`src/rtl/data_memory_sized_if.sv`:
```
// rtl/data_memory_sized_if.sv - request/response bundle for the sized data memory
interface data_memory_sized_if #(
    parameter int ADDR_LENGTH = 32,
    parameter int DATA_LENGTH = 32,
    parameter int ERR_CNT_W   = 8
);
    logic                   MemWrite;
    logic                   MemRead;
    logic [1:0]             MemSize;
    logic                   MemSigned;
    logic [ADDR_LENGTH-1:0] addr;
    logic [DATA_LENGTH-1:0] writeData;
    logic [DATA_LENGTH-1:0] readData;
    logic                   readValid;
    logic                   memError;
    logic [ERR_CNT_W-1:0]   errCount;

    modport master (
        output MemWrite, MemRead, MemSize, MemSigned, addr, writeData,
        input  readData, readValid, memError, errCount
    );

    modport slave (
        input  MemWrite, MemRead, MemSize, MemSigned, addr, writeData,
        output readData, readValid, memError, errCount
    );
endinterface

```
`src/rtl/data_memory_sized.sv`:
```
// rtl/data_memory_sized.sv - byte/half/word data memory with alignment/range checks and error counter
module data_memory_sized #(
    parameter int ADDR_LENGTH = 32,
    parameter int DATA_LENGTH = 32,
    parameter int DEPTH_LOG2  = 5,
    parameter int ERR_CNT_W   = 8
) (
    input  logic               clk,
    input  logic               rst_n,
    data_memory_sized_if.slave bus
);
    localparam int         DEPTH     = 1 << DEPTH_LOG2;
    localparam logic [1:0] SIZE_BYTE = 2'b00;
    localparam logic [1:0] SIZE_HALF = 2'b01;
    localparam logic [1:0] SIZE_WORD = 2'b10;

    typedef logic [DATA_LENGTH-1:0] word_t;

    word_t                 mem_q [DEPTH];
    word_t                 mem_d [DEPTH];
    word_t                 read_data_q, read_data_d;
    logic                  read_valid_q, read_valid_d;
    logic                  mem_error_q, mem_error_d;
    logic [ERR_CNT_W-1:0]  err_count_q, err_count_d;

    logic [DEPTH_LOG2-1:0] word_idx;
    logic [1:0]            lane;
    logic                  in_range;
    logic                  aligned;
    logic                  legal;
    logic                  req;

    word_t                 cur_word;
    word_t                 lane_shifted;
    word_t                 load_ext;
    word_t                 lane_mask;
    word_t                 store_rep;
    word_t                 merged;

    // Storage holds contents XOR'd with the boot image, so an all-zero
    // power-up state reads back as word0=5, word1=10, rest 0.
    function automatic word_t boot_word(input logic [DEPTH_LOG2-1:0] idx);
        if (idx == DEPTH_LOG2'(0)) return word_t'(5);
        if (idx == DEPTH_LOG2'(1)) return word_t'(10);
        return '0;
    endfunction

    assign word_idx = bus.addr[DEPTH_LOG2+1:2];
    assign lane     = bus.addr[1:0];
    assign in_range = (bus.addr >> (DEPTH_LOG2 + 2)) == '0;
    assign req      = bus.MemRead | bus.MemWrite;
    assign legal    = aligned & in_range;

    always_comb begin
        aligned = 1'b0;
        case (bus.MemSize)
            SIZE_BYTE: aligned = 1'b1;
            SIZE_HALF: aligned = ~bus.addr[0];
            SIZE_WORD: aligned = (lane == 2'b00);
            default:   aligned = 1'b0;
        endcase
    end

    // Load extraction and store merge share the pre-write word, which is
    // what gives read-before-write on a combined request.
    always_comb begin
        cur_word     = mem_q[word_idx] ^ boot_word(word_idx);
        lane_shifted = cur_word >> {lane, 3'b000};
        load_ext     = lane_shifted;
        lane_mask    = '1;
        store_rep    = bus.writeData;
        case (bus.MemSize)
            SIZE_BYTE: begin
                load_ext  = {{(DATA_LENGTH-8){bus.MemSigned & lane_shifted[7]}}, lane_shifted[7:0]};
                lane_mask = word_t'(32'h0000_00FF) << {lane, 3'b000};
                store_rep = {4{bus.writeData[7:0]}};
            end
            SIZE_HALF: begin
                load_ext  = {{(DATA_LENGTH-16){bus.MemSigned & lane_shifted[15]}}, lane_shifted[15:0]};
                lane_mask = word_t'(32'h0000_FFFF) << {lane, 3'b000};
                store_rep = {2{bus.writeData[15:0]}};
            end
            default: begin
                load_ext  = lane_shifted;
                lane_mask = '1;
                store_rep = bus.writeData;
            end
        endcase
        merged = (cur_word & ~lane_mask) | (store_rep & lane_mask);
    end

    always_comb begin
        read_valid_d = req & legal & bus.MemRead;
        read_data_d  = read_valid_d ? load_ext : read_data_q;
        mem_error_d  = req & ~legal;
        err_count_d  = err_count_q;
        if (mem_error_d && (err_count_q != '1)) begin
            err_count_d = err_count_q + ERR_CNT_W'(1);
        end
        for (int i = 0; i < DEPTH; i++) begin
            mem_d[i] = mem_q[i];
        end
        if (bus.MemWrite && legal) begin
            mem_d[word_idx] = merged ^ boot_word(word_idx);
        end
    end

    // Memory is deliberately left out of the reset branch: it holds its
    // contents through reset and ignores requests while reset is asserted.
    always_ff @(posedge clk or negedge rst_n) begin
        if (!rst_n) begin
            read_data_q  <= '0;
            read_valid_q <= 1'b0;
            mem_error_q  <= 1'b0;
            err_count_q  <= '0;
        end else begin
            read_data_q  <= read_data_d;
            read_valid_q <= read_valid_d;
            mem_error_q  <= mem_error_d;
            err_count_q  <= err_count_d;
            mem_q        <= mem_d;
        end
    end

    assign bus.readData  = read_data_q;
    assign bus.readValid = read_valid_q;
    assign bus.memError  = mem_error_q;
    assign bus.errCount  = err_count_q;
endmodule

```
`src/flat_wrapper.sv`:
```
// flat-port wrapper written by rule: the top's interface ports become plain ports
module data_memory_sized_flat 
#(
    parameter int ADDR_LENGTH = 32,
    parameter int DATA_LENGTH = 32,
    parameter int DEPTH_LOG2  = 5,
    parameter int ERR_CNT_W   = 8
)
  (clk, rst_n, bus_MemWrite, bus_MemRead, bus_MemSize, bus_MemSigned, bus_addr, bus_writeData, bus_readData, bus_readValid, bus_memError, bus_errCount);
  data_memory_sized_if #(.ADDR_LENGTH(ADDR_LENGTH), .DATA_LENGTH(DATA_LENGTH), .ERR_CNT_W(ERR_CNT_W)) bus_i ();
  input  logic clk;
  input  logic rst_n;
  input wire logic [$bits(bus_i.MemWrite)-1:0] bus_MemWrite;
  input wire logic [$bits(bus_i.MemRead)-1:0] bus_MemRead;
  input wire logic [$bits(bus_i.MemSize)-1:0] bus_MemSize;
  input wire logic [$bits(bus_i.MemSigned)-1:0] bus_MemSigned;
  input wire logic [$bits(bus_i.addr)-1:0] bus_addr;
  input wire logic [$bits(bus_i.writeData)-1:0] bus_writeData;
  output wire logic [$bits(bus_i.readData)-1:0] bus_readData;
  output wire logic [$bits(bus_i.readValid)-1:0] bus_readValid;
  output wire logic [$bits(bus_i.memError)-1:0] bus_memError;
  output wire logic [$bits(bus_i.errCount)-1:0] bus_errCount;
  assign bus_i.MemWrite = bus_MemWrite;
  assign bus_i.MemRead = bus_MemRead;
  assign bus_i.MemSize = bus_MemSize;
  assign bus_i.MemSigned = bus_MemSigned;
  assign bus_i.addr = bus_addr;
  assign bus_i.writeData = bus_writeData;
  assign bus_readData = bus_i.readData;
  assign bus_readValid = bus_i.readValid;
  assign bus_memError = bus_i.memError;
  assign bus_errCount = bus_i.errCount;
  data_memory_sized #(.ADDR_LENGTH(ADDR_LENGTH), .DATA_LENGTH(DATA_LENGTH), .DEPTH_LOG2(DEPTH_LOG2), .ERR_CNT_W(ERR_CNT_W)) u_core (.clk(clk), .rst_n(rst_n), .bus(bus_i));
endmodule
```
`config.mk`:
```
export PLATFORM = sky130hd
export DESIGN_NAME = data_memory_sized_flat
export DESIGN_NICKNAME = d
export VERILOG_FILES = /design/src/rtl/data_memory_sized_if.sv /design/src/rtl/data_memory_sized.sv /design/src/flat_wrapper.sv
export SDC_FILE = /design/constraint.sdc
export NUM_CORES = 1
export LEC_CHECK = 0
export CORE_MARGIN = 8
export CORE_UTILIZATION = 58
export CTS_BUF_LIST = sky130_fd_sc_hd__clkbuf_8
export CTS_CLUSTER_SIZE = 16
export DETAILED_ROUTE_END_ITERATION = 10
export GPL_ROUTABILITY_DRIVEN = 0
export MAX_ROUTING_LAYER = met4
export PLACE_DENSITY_LB_ADDON = 0.15
export SETUP_SLACK_MARGIN = 0.3
export SYNTH_ARGS = -nofsm -noshare
export SYNTH_HDL_FRONTEND = slang
export SYNTH_SLANG_ARGS = --single-unit
```
`constraint.sdc`:
```
create_clock -name clk -period 2.9 [get_ports clk]
set_clock_uncertainty 0.15 [all_clocks]
set_input_delay 0.29 -clock clk [delete_from_list [all_inputs] [get_ports clk]]
set_output_delay 0.29 -clock clk [all_outputs]
set_load 0.03 [all_outputs]
```
* Word level (Yosys, flattened, before mapping)
Index checks and enable logic that the tools add are counted.
** Word-level totals
- Flip-flop bits (word level) :: 1066
- Input bits :: 71
- Output and inout bits :: 42
- Word-level logic and storage cells :: 93
** Cells by class
- Add/subtract/negate cells :: 1
- $lt $le $gt $ge :: 2
- Equality and inequality tests :: 4
- Shift operators :: 3
- Multiplexer cells :: 23
- Bitwise logic cells :: 16
- Reduce and logical (&&, ||, !) cells :: 8
** Operator list (count)
- 1024-bit bitwise mux :: 1
- 32-bit two-way mux :: 10
- 32-bit one-hot mux with 2 select lines :: 3
- 32-bit binary-select mux with 5-bit select :: 1
- 32-bit demux with 5-bit select :: 1
- 32-bit bitwise AND :: 2
- 32-bit bitwise XOR :: 2
- 32-bit zero test :: 1
- 32-bit NOT :: 1
- 32-bit OR :: 1
- 16-bit by 5-bit << shifter with 32-bit output, first input constant :: 1
- 8-bit by 5-bit << shifter with 32-bit output, first input constant :: 1
- 32-bit by 5-bit right shift with 32-bit output :: 1
- 8-bit by 1-bit adder with 8-bit output, second input constant :: 1
- 8-bit != test, second input constant :: 1
- 1-bit bitwise AND :: 6
- 6-bit >= comparator, second input constant :: 1
- 6-bit by 1-bit less-than comparator with 1-bit output, second input constant :: 1
- 1-bit two-way mux :: 6
- 5-bit NOT with 6-bit output :: 1
- 5-bit by 1-bit == test with 1-bit output, second input constant :: 1
- 5-bit zero test :: 1
- 2-bit zero test :: 2
- 1-bit logical AND :: 3
- other kinds (6) :: 7

* Depth between registers and ports, before layout
- Depth after elaboration :: 12
- Gate-level depth with buffers :: 12
- Depth with buffers taken out :: 8

* Worst setup path before layout
No wires, ideal clock.
- Path type :: input -> register
- Start :: input port bus_addr[2]
- End :: register u_core.mem_q[1014] in the netlist's numbering (data pin)
- Library setup time :: 0.454 ns
- Arrival time :: 3.095 ns
- Required time :: 2.296 ns
- Path slack :: -0.799 ns
- Stages on the path :: 11
- Path buffers :: 5
- Cell sequence :: buf_6 -> buf_6 -> buf_6 -> buf_2 -> buf_2 -> mux2i_1 -> o22ai_1 -> nor4_1 -> nand2_1 -> mux2i_1 -> o21ai_0
** On the way
- Cells in the longest elaborated chain, start to end :: 10
- Elaborated cells between the ends (all ways) :: 28
- Classes of those cells :: order compare (2); eq/ne (1); mux (18); bitwise (5); reduce/logical (2)
** Ends and longest elaborated chain
- start: declaration :: RTL line flat_wrapper.sv:17 : input wire logic [$bits(bus_i.addr)-1:0] bus_addr;
- parallel branches: the longest is 5 deep, another holds 32-bit binary-select mux with 5-bit select
- 32-bit bitwise XOR * :: RTL line data_memory_sized.sv:67 : cur_word = mem_q[word_idx] ^ boot_word(word_idx);
- 32-bit bitwise AND * :: RTL line data_memory_sized.sv:89 : merged = (cur_word & ~lane_mask) | (store_rep & lane_mask);
- 32-bit OR * :: RTL line data_memory_sized.sv:89
- net u_core.merged[22] :: RTL line data_memory_sized.sv:38 : word_t merged;
- 32-bit bitwise XOR * :: RTL line data_memory_sized.sv:104 : mem_d[word_idx] = merged ^ boot_word(word_idx);
- 1024-bit bitwise mux * :: RTL line data_memory_sized.sv:104
- end signal: assignment :: RTL line data_memory_sized.sv:121 : mem_q <= mem_d;
- end: declaration :: RTL line data_memory_sized.sv:19 : word_t mem_q [DEPTH];
Mark *: on every way through the listed nets, which the timed path passes. The select of a mux whose other input is x is not followed.
A chain may end at the register's enable or synchronous reset.

* Worst setup path in the final report
- Start :: register u_core.mem_q[531] in the netlist's numbering
- End :: register u_core.mem_q[243] in the netlist's numbering (data pin)
** On the way
- Cells in the longest elaborated chain, start to end :: 8
** Ends and longest elaborated chain (RTL line)
- 32-bit binary-select mux with 5-bit select :: data_memory_sized.sv:67
- 32-bit two-way mux (not written as such) (2 in series) :: data_memory_sized.sv:67
- 32-bit bitwise XOR :: data_memory_sized.sv:67
- 32-bit bitwise AND :: data_memory_sized.sv:89
- 32-bit OR :: data_memory_sized.sv:89
- net u_core.merged[19] :: data_memory_sized.sv:38
- 32-bit bitwise XOR :: data_memory_sized.sv:104
- 1024-bit bitwise mux :: data_memory_sized.sv:104
The timed path passes the listed nets, and every way through them passes these cells. The select of a mux whose other input is x is not followed.

==> metrics.txt <==
# TYPE chip_impl_metric gauge
chip_impl_metric{name="avgSynthCellArea",unit="sq um"} 19.03
chip_impl_info{name="netlist.top_cell.by_area",value="sky130_fd_sc_hd__edfxtp_1"} 1
chip_impl_info{name="ys.flop_type",value="sky130_fd_sc_hd__edfxtp_1"} 1
chip_impl_metric{name="syn-cell-area",unit="sq um"} 41900
chip_impl_metric{name="finish.net_count",unit=""} 2869
chip_impl_info{name="critical_path.startpoint",value="u_core.mem_q[531]$_DFFE_PP_"} 1
chip_impl_metric{name="die_span_in_x",unit="um"} 284.8
chip_impl_metric{name="synthesis.instances",unit=""} 2202
chip_impl_metric{name="finalPower",unit="W"} 0.03174
chip_impl_metric{name="cts-root-to-sink-buffers",unit=""} 3
chip_impl_metric{name="route.antenna.remaining_nets",unit=""} 0
chip_impl_metric{name="grt_start_max_net_pins",unit=""} 43
chip_impl_metric{name="slew_headroom",unit="%"} 34.48
chip_impl_metric{name="max-cap-violations",unit=""} 0
chip_impl_info{name="cts_root_buffer",value="sky130_fd_sc_hd__clkbuf_8"} 1
chip_impl_metric{name="finalCoreUtilization",unit="%"} 72.55
chip_impl_metric{name="number_of_clock_sinks",unit=""} 1066
chip_impl_metric{name="worstSkewPairLatency",unit="ns"} 0.83
chip_impl_metric{name="worst_path_clk_slew",unit="ns"} 0.06
chip_impl_info{name="hold_start",value="bus_MemWrite"} 1
chip_impl_info{name="endpoint_kind",value="flip-flop"} 1
chip_impl_metric{name="drt-vias-per-instance",unit=""} 6.527
chip_impl_metric{name="power_leakage",unit="nW"} 18.37
chip_impl_metric{name="std_cell_rows",unit=""} 98
chip_impl_metric{name="final_layout_size_suffix_gt1_share",unit="%"} 29.26
chip_impl_metric{name="timing.critical_path.required",unit="ns"} 3.28
chip_impl_metric{name="first_global_vias",unit=""} 25140
chip_impl_info{name="critPathSlowestCell",value="sky130_fd_sc_hd__edfxtp_1"} 1
chip_impl_info{name="element_type_at_the_critical_path_start",value="flip-flop"} 1
chip_impl_metric{name="yosysUniqueCellTypes",unit=""} 59
chip_impl_metric{name="timing.final.max_slew_violations",unit=""} 0
chip_impl_metric{name="cell_area_placed",unit="sq um"} 48810
chip_impl_metric{name="drt-total-wl",unit="um"} 124100
chip_impl_metric{name="wl_per_cell",unit="um"} 31.98
chip_impl_metric{name="via_count",unit=""} 25330
chip_impl_metric{name="synth_enable_flop_cells",unit=""} 1024
chip_impl_metric{name="cts_htree_levels",unit=""} 4
chip_impl_metric{name="track_usage",unit="%"} 31.12
chip_impl_info{name="crit_chain",value="mux2i_1 -> o22ai_1 -> nor4_2 -> buf_4 -> nand2_1 -> mux2i_1 -> buf_4 -> o21ai_4 -> buf_12"} 1
chip_impl_metric{name="async_set_or_reset_register_ratio_after_synthesis",unit="%"} 3.940
chip_impl_metric{name="cp_num_buf_inv",unit=""} 3
chip_impl_metric{name="final.period_utilization",unit="%"} 89.24
chip_impl_metric{name="overflow",unit=""} 0
chip_impl_info{name="hp_class",value="in2reg"} 1
chip_impl_metric{name="post-place-cells",unit=""} 3581
chip_impl_info{name="synthTopCellsByArea",value="sky130_fd_sc_hd__edfxtp_1, sky130_fd_sc_hd__mux2i_1, sky130_fd_sc_hd__mux4_2"} 1
chip_impl_metric{name="design.portCount",unit=""} 113
chip_impl_metric{name="floorplan.core_area",unit="sq um"} 71490
chip_impl_info{name="tritoncts",value="done"} 1
chip_impl_metric{name="detailedRoute.firstIterationViolations",unit=""} 3467
chip_impl_metric{name="cts_made_buffers",unit=""} 161
chip_impl_metric{name="antenna_found_initial",unit=""} 4
chip_impl_metric{name="worst_ep_arrival_time",unit="ns"} 2.97
chip_impl_metric{name="grt_pass1_wl",unit="um"} 176600
chip_impl_metric{name="syn_nets",unit=""} 2274
chip_impl_metric{name="max_stage_delay",unit="ns"} 0.40
chip_impl_metric{name="post_layout_nonfiller_instances",unit=""} 3880
chip_impl_metric{name="start_util",unit="%"} 58.61
chip_impl_metric{name="max-vdd-ir-drop",unit="mV"} 0.4254
chip_impl_metric{name="place.port_buffers",unit=""} 112
chip_impl_info{name="critical-path-top-delay-family",value="multiplexers"} 1
chip_impl_info{name="post_synth_most_frequent_cells",value="sky130_fd_sc_hd__edfxtp_1, sky130_fd_sc_hd__mux2i_1, sky130_fd_sc_hd__o22ai_1"} 1
chip_impl_metric{name="tightest_pin_transition",unit="ns"} 0.9828
chip_impl_metric{name="die_y",unit="um"} 284.8
chip_impl_metric{name="timing.fmax",unit="MHz"} 386.4
chip_impl_metric{name="final-hold-violation-count",unit=""} 0
chip_impl_metric{name="power.density_cell_area",unit="nW/um^2"} 612.0
chip_impl_info{name="grt_setup_unrepaired",value="true"} 1
chip_impl_metric{name="path_max_fanout",unit=""} 32
chip_impl_info{name="timing_worst_setup_path_type",value="reg2reg"} 1
chip_impl_metric{name="detail_route.first_pass.iterations",unit=""} 9
chip_impl_metric{name="postLayoutCellArea",unit="sq um"} 51860
chip_impl_info{name="post-synth-top-count-cell",value="sky130_fd_sc_hd__edfxtp_1"} 1
chip_impl_metric{name="syn_to_final_growth",unit="%"} 23.78
chip_impl_metric{name="fp.dieArea",unit="sq um"} 81100
chip_impl_metric{name="synthesis.yosys.warnings",unit=""} 0
chip_impl_metric{name="layout_min_cycle_time",unit="ns"} 2.588
chip_impl_metric{name="yosysSeqAreaShare",unit="%"} 75.90
chip_impl_metric{name="hpwl",unit="um"} 83440
chip_impl_metric{name="synth_seq_cells",unit=""} 1066
chip_impl_info{name="status",value="completed"} 1
chip_impl_metric{name="setup_viol_count_final",unit=""} 0
chip_impl_metric{name="route.detailed.drc",unit=""} 0
chip_impl_metric{name="synth.top_cell.area_share",unit="%"} 73.39
chip_impl_info{name="r2r_start",value="u_core.mem_q[531]$_DFFE_PP_"} 1
[registers in the layout, summed over array words and instances (netlist names)]
| register | count |
|---|---|
| u_core.bus.errCount | 8 |
| u_core.mem_q | 1024 |
| u_core.bus.readValid | 1 |
| u_core.bus.memError | 1 |
| u_core.bus.readData | 32 |
[cell families (layout without fill, tap and decap cells)]
group / after synthesis / in the layout / synth area share (%)
compound gates: 293 / 293 / 4.751
xor+xnor: 15 / 15 / 0.3136
fa+ha+maj: 1 / 1 / 0.02986
buf+inv: 132 / 855 / 1.786
flops: 1066 / 1066 / 75.90
mux: 441 / 441 / 13.93
other cells: 0 / 5 / 0
simple gates: 254 / 254 / 3.294
[worst reg2reg max path, stage by stage (launching register included)]
cell                       delay (ns)
sky130_fd_sc_hd__edfxtp_1        0.40
sky130_fd_sc_hd__mux2i_1         0.33
sky130_fd_sc_hd__o22ai_1         0.18
sky130_fd_sc_hd__nor4_2          0.34
sky130_fd_sc_hd__buf_4           0.17
sky130_fd_sc_hd__nand2_1         0.14
sky130_fd_sc_hd__mux2i_1         0.20
sky130_fd_sc_hd__buf_4           0.18
sky130_fd_sc_hd__o21ai_4         0.07
sky130_fd_sc_hd__buf_12          0.17
[placed cells by master (no fill, tap or decap), drive strengths merged, types with 4 or more instances in the layout]
master	n
and4	8
a22oi	53
o22ai	148
a221o	9
a21oi	25
diode	5
mux2i	322
mux2	6
a221oi	9
nand3	4
nand2	62
or4b	4
dfrtp	42
xnor2	8
xor2	7
a211oi	4
nor3b	4
o21ai	21
buf	448
inv	68
nor4	41
mux4	113
clkbuf	165
clkinv	56
nand4bb	6
nand4	6
clkdlybuf4s50	106
edfxtp	1024
o21a	6
bufinv	4
nor2	79
and3	5
nor3	12
a211o	7
nand3b	5
clkinvlp	4
nand4b	7
[layer usage]
metal	vias to the layer above	wire length [um]	track usage [%]
li1	10340	-	-
met5	-	0	-
met2	1852	56340	45.39
met3	277	15160	8.383
met4	0	4543	11.29
met1	12860	48040	42.43
[cell type report]
class | count | area [sq um]
fill | 4283 | 19630
multi-input combinational | 1004 | 9828
inverter | 6 | 22.52
sequential | 1066 | 31800
clock inverter | 126 | 684.4
antenna | 5 | 12.51
clock buffer | 165 | 2271
tap | 950 | 1189
timing repair buffer | 558 | 6053
[report_power, final]
group | internal, W | switching (W) | total, W
registers | 0.0172 | 0.0000521 | 0.0173
logic | 0.00126 | 0.00178 | 0.00304
clock network | 0.00569 | 0.00571 | 0.0114
[per-stage QoR]
stage               hold slack, ns  setup TNS (ns)  worst slack (ns)
global placement            0.2435         -300.86           -0.4961
CTS                       0.005480               0            0.3082
detailed placement          0.2556         -367.19           -0.5353
global route               0.04918               0            0.2853
finish                     0.07735               0            0.3119
floorplan                  -0.1556          -17.70          -0.05799
[final timing paths]
check / endpoint / slack (ns) / depth (start not counted)
min in group asynchronous: u_core.bus.readData[11]$_DFFE_PN0P_ / 0.51 / 4
hold reg to reg: u_core.bus.readData[7]$_DFFE_PN0P_ / 0.34 / 2
max in group asynchronous: u_core.bus.readData[20]$_DFFE_PN0P_ / 1.70 / 4
setup / recovery: u_core.mem_q[243]$_DFFE_PP_ / 0.31 / 9
hold / removal: u_core.bus.memError$_DFF_PN0_ / 0.08 / 3
setup reg to reg: u_core.mem_q[243]$_DFFE_PP_ / 0.31 / 9
[timing repair]
item	4_1_cts	5_1_grt
pin swaps	2	5
buffers inserted	1	0
endpoints found under the setup margin	10	28
gates resized for setup	3	10
endpoints found under the hold margin	42	0
hold buffers	2	0
No activity file was read; power rests on OpenSTA's default activity.
